===== src/rtl/xrv_sched_pkg.sv =====
// Shared types for the pending-request scheduler.
package xrv_sched_pkg;

    typedef enum logic {
        SCHED_EMPTY = 1'b0,
        SCHED_HOLD  = 1'b1
    } sched_state_e;

endpackage


===== src/rtl/xrv_ff_one.sv =====
// Find-first-one: index of the lowest set bit of data; empty when no bit is set.
module xrv_ff_one #(
    parameter  int DATA_WIDTH_P = 8,
    localparam int IDX_W        = $clog2(DATA_WIDTH_P)
) (
    input  logic [DATA_WIDTH_P-1:0] data,
    output logic [IDX_W-1:0]        idx,
    output logic                    empty
);

    // Scan high to low so the lowest set bit is the last assignment to stick.
    always_comb begin
        idx = '0;
        for (int i = DATA_WIDTH_P - 1; i >= 0; i--) begin
            if (data[i]) idx = IDX_W'(i);
        end
    end

    assign empty = ~|data;

endmodule


===== src/rtl/xrv_pend_sched.sv =====
// Pending-request scheduler with a registered valid/ready grant port.
// Define XRV_PEND_SCHED_RR_EN for round-robin selection; default is fixed lowest-index priority.
module xrv_pend_sched
    import xrv_sched_pkg::*;
#(
    parameter  int NUM_REQ_P = 8,
    localparam int IDX_W     = $clog2(NUM_REQ_P)
) (
    input  logic                 clk_i,
    input  logic                 rst_i,
    input  logic [NUM_REQ_P-1:0] set_i,
    input  logic [NUM_REQ_P-1:0] clr_i,
    input  logic                 flush_i,
    output logic                 gnt_valid_o,
    input  logic                 gnt_ready_i,
    output logic [IDX_W-1:0]     gnt_idx_o,
    output logic [NUM_REQ_P-1:0] gnt_onehot_o,
    output logic [NUM_REQ_P-1:0] pend_o,
    output logic                 busy_o
);

    sched_state_e         state_q;
    logic [NUM_REQ_P-1:0] pend_q;
    logic [NUM_REQ_P-1:0] cand;
    logic [NUM_REQ_P-1:0] pick_oh;
    logic [IDX_W-1:0]     pick;
    logic [IDX_W-1:0]     cand_idx;
    logic                 cand_empty;
    logic                 any;
    logic                 load;

    assign cand = pend_q & ~clr_i;

    xrv_ff_one #(.DATA_WIDTH_P(NUM_REQ_P)) u_ff_cand (
        .data  (cand),
        .idx   (cand_idx),
        .empty (cand_empty)
    );

`ifdef XRV_PEND_SCHED_RR_EN
    logic [IDX_W-1:0]     ptr_q;
    logic [NUM_REQ_P-1:0] hi_mask;
    logic [NUM_REQ_P-1:0] hi;
    logic [IDX_W-1:0]     hi_idx;
    logic                 hi_empty;

    // Strictly above the last loaded index; wrap to cand when nothing is above.
    always_comb begin
        hi_mask = '0;
        for (int j = 0; j < NUM_REQ_P; j++) begin
            hi_mask[j] = (IDX_W'(j) > ptr_q);
        end
    end

    assign hi = cand & hi_mask;

    xrv_ff_one #(.DATA_WIDTH_P(NUM_REQ_P)) u_ff_hi (
        .data  (hi),
        .idx   (hi_idx),
        .empty (hi_empty)
    );

    assign pick = hi_empty ? cand_idx : hi_idx;

    // Pointer survives flush; only a real load advances it.
    always_ff @(posedge clk_i) begin
        if (rst_i)     ptr_q <= '0;
        else if (load) ptr_q <= pick;
    end
`else
    assign pick = cand_idx;
`endif

    assign any     = ~cand_empty;
    assign load    = any & ~flush_i & ((state_q == SCHED_EMPTY) | gnt_ready_i);
    assign pick_oh = {{(NUM_REQ_P-1){1'b0}}, 1'b1} << pick;

    always_ff @(posedge clk_i) begin
        if (rst_i) begin
            state_q   <= SCHED_EMPTY;
            gnt_idx_o <= '0;
            pend_q    <= '0;
        end else if (flush_i) begin
            state_q <= SCHED_EMPTY;
            pend_q  <= '0;
        end else begin
            // set_i is OR-ed last so it wins over clr_i and over the bit being loaded.
            pend_q <= (pend_q & ~clr_i & ~(load ? pick_oh : '0)) | set_i;
            if (load) begin
                state_q   <= SCHED_HOLD;
                gnt_idx_o <= pick;
            end else if (gnt_ready_i) begin
                state_q <= SCHED_EMPTY;
            end
        end
    end

    assign gnt_valid_o  = (state_q == SCHED_HOLD);
    assign gnt_onehot_o = gnt_valid_o ? ({{(NUM_REQ_P-1){1'b0}}, 1'b1} << gnt_idx_o) : '0;
    assign pend_o       = pend_q;
    assign busy_o       = (|pend_q) | gnt_valid_o;

endmodule


===== config.mk =====
export PLATFORM = sky130hd
export DESIGN_NAME = xrv_pend_sched
export DESIGN_NICKNAME = d
export VERILOG_FILES = /design/src/rtl/xrv_sched_pkg.sv /design/src/rtl/xrv_ff_one.sv /design/src/rtl/xrv_pend_sched.sv
export SDC_FILE = /design/constraint.sdc
export NUM_CORES = 1
export LEC_CHECK = 0
export CORE_MARGIN = 2
export CORE_UTILIZATION = 41
export CTS_BUF_LIST = sky130_fd_sc_hd__clkbuf_16
export CTS_CLUSTER_DIAMETER = 150
export DETAILED_ROUTE_END_ITERATION = 12
export PLACE_DENSITY = 0.84
export SYNTH_ARGS = -nofsm -noshare
export SYNTH_HDL_FRONTEND = slang
export SYNTH_SLANG_ARGS = --single-unit

===== constraint.sdc =====
create_clock -name clk_i -period 2.2 [get_ports clk_i]
set_clock_uncertainty 0.05 [all_clocks]
set_input_delay 0.44 -clock clk_i [delete_from_list [all_inputs] [get_ports clk_i]]
set_output_delay 0.44 -clock clk_i [all_outputs]
set_load 0.02 [all_outputs]

==> impl_metrics.ini <==
[outcome]
outcome = finished, final reports clean

[power]
seqPwrFrac = 0.326
p_sw_frac = 0.255
powerDensity_mw_per_mm2 = 591
power.total_mw = 0.750
ir_drop_mv = 0.431
combPwrFrac = 0.223
power.leakage_nw = 0.491
clkPwrFrac = 0.452
power.internal_mw = 0.558
switchingPower_mw = 0.191

[yosys]
async_flop_share = 0
ys_ff_latch = 12
synth_cells = 97
synthesis.nets = 117
synthTopCellsByArea = dfxtp_1, a21oi_1, nor2_1
synth.avg_cell_area_um2 = 7.86
netlist-cell-type-count = 30
yosys-top-cells-count = dfxtp_1, nor2_1, a21oi_1
netlist_area_um2 = 762
yosysWarnings = 0
synth-edff-count = 0
synth_ff_type = dfxtp_1
yosysTopAreaCellShare = 0.315
yosys.area.top_type = dfxtp_1
ys_seq_area_frac = 0.315

[worst_setup_path]
crit_chain = nand2_1, nor3_1, clkdlybuf4s50_1
crit_path_start_kind = register
crit_family = buffers and inverters
required_ps = 1710
crit_arrival_ps = 1560
cp_max_fo = 5
cp_slowest_cell = clkdlybuf4s50_1
max_stage_delay_ps = 630
crit_path_end_kind = primary output
critPathBufInv = 1
path_class = reg -> out

[timing]
worstMarginPinSlew_ps = 340
fmax_mhz = 488
rsz0062_at_grt = false
hold_viol = 0
final-setup-viol-count = 0
slew_headroom = 0.772
fin_setup_tns_ps = 0
min_period_ps = 2050
maxSlewViolCount = 0
finalCritPeriodShare = 0.932

[cells_and_area]
drive_gt1_frac = 0.114
area.growth.synth_to_final_pct = 66.5
fill_cells = 137
fin_area_mm2 = 0.00127
finalNonFillerCells = 165
diodes = 0
num-nets-final = 161

[placed_design]
place.gp.congestion = 0.795
dp_hpwl_um = 1750
dpl_cell_area_mm2 = 0.00119
dp.cells = 161
port_buffers = 40

[min_path]
min_path_type = reg -> reg

[detailed_routing]
avgViaCountPerCell = 5.55
drt_iter0_markers = 27
vias = 915
drc = 0
drt-pass1-iter-count = 4
drt_wl_total_um = 2430
route.antenna.remaining_nets = 0
routedWlPerCell_um = 14.7

[global_route]
groute.usage.overall = 0.248
grt.overflow.total = 0
grt_max_degree = 10
grt_pass1_wl_um = 3790
grt_pass1_vias = 889
antenna_found_initial = 0

[clock_network]
cts_tree = done
post_cts_buffers = 0
cts_hold_buf = 0
clock_path_buffers = 2
worstSkewPairLatency_ps = 240
ctsResizeCount = 0
htree_levels = 1
path_clk_slew_ps = 40
cts_inserted_buffers = 3
cts_root_buf = clkbuf_16
clock_sinks = 12

[floorplan]
io_pins = 41
start_util = 0.437
num_rows = 15
die_area_mm2 = 0.00222
die_h_um = 47.1
die_width_um = 47.1
coreArea_mm2 = 0.00175

[run]
maxCapViolations = 0
[power groups by stage]
stage | logic [mW] | clock network (mW) | registers [mW]
floorplan | 0.0677 | 0 | 0.260
global placement | 0.158 | 0 | 0.247
detailed placement | 0.162 | 0 | 0.248
CTS | 0.166 | 0.341 | 0.244
global route | 0.177 | 0.356 | 0.246
finish | 0.167 | 0.339 | 0.244
[cell type report]
type	count	area [um2]	area share
clock inverters	1	3.75	0.00296
well taps	25	31.3	0.0247
inverters	6	22.5	0.0178
flip-flops and latches	12	240	0.189
multi-input cells	78	495	0.391
clock buffers	3	75.1	0.0592
repair buffers	40	400	0.316
[metrics by stage]
stage | hold slack (ps) | setup WS, ps | util
floorplan | 463 | 598 | -
global placement | 437 | 278 | 0.682
detailed placement | 449 | 133 | 0.682
CTS | 456 | 134 | 0.727
global route | 466 | 56.8 | 0.727
finish | 456 | 149 | 0.727
[cells in the final DEF, fill, tap and decap left out]
| cell type | count |
|---|---|
| a211oi_1 | 3 |
| a21o_1 | 1 |
| a21oi_1 | 11 |
| a31oi_1 | 1 |
| and2b_1 | 4 |
| and2b_2 | 2 |
| clkbuf_16 | 3 |
| clkdlybuf4s50_1 | 40 |
| clkinv_1 | 1 |
| dfxtp_1 | 12 |
| inv_1 | 6 |
| nand2_1 | 5 |
| nand2_2 | 2 |
| nand2b_1 | 5 |
| nand2b_2 | 3 |
| nand2b_4 | 2 |
| nand3_1 | 1 |
| nand4_4 | 1 |
| nand4b_1 | 1 |
| nor2_1 | 12 |
| nor2b_1 | 2 |
| nor3_1 | 4 |
| nor4_1 | 3 |
| o211ai_1 | 2 |
| o21ai_0 | 3 |
| o221ai_1 | 1 |
| o311ai_1 | 1 |
| o31ai_1 | 3 |
| or2_2 | 1 |
| or2b_1 | 1 |
| or2b_2 | 2 |
| or4_1 | 1 |
[metal layers]
metal / wire (um) / global-route usage
met3: 123 / 0.0423
met2: 1220 / 0.403
met5: 0 / 0
met1: 993 / 0.281
met4: 91 / 0.206
[sequential cells by signal (all words and copies together) (netlist names)]
register,flops
gnt_idx_o,3
gnt_valid_o,1
pend_o,8
[logic make-up after synthesis]
family                 share of synthesized area
buffers and inverters                     0.0345
AO/OA/AOI/OAI                              0.212
flip-flops                                 0.315
AND/OR/NAND/NOR                            0.438
[tightest hold or removal path, stage by stage (launching register included)]
cell and delay, ps:
dfxtp_1 310, inv_1 80, a211oi_1 60
[path summary, 6_finish.rpt]
path	cells past startpoint	slack, ps	startpoint	endpoint
worst min-delay path	2	460	gnt_idx_o[2]$_SDFFE_PP0P_	gnt_idx_o[2]$_SDFFE_PP0P_
worst min register to register	2	460	gnt_idx_o[2]$_SDFFE_PP0P_	gnt_idx_o[2]$_SDFFE_PP0P_
worst max-delay path	3	150	gnt_valid_o$_SDFFE_PP0P_	gnt_onehot_o[4]
worst max register to register	4	710	pend_o[1]$_SDFF_PP0_	pend_o[7]$_SDFF_PP0_
Power figures use the tool's default switching activity.
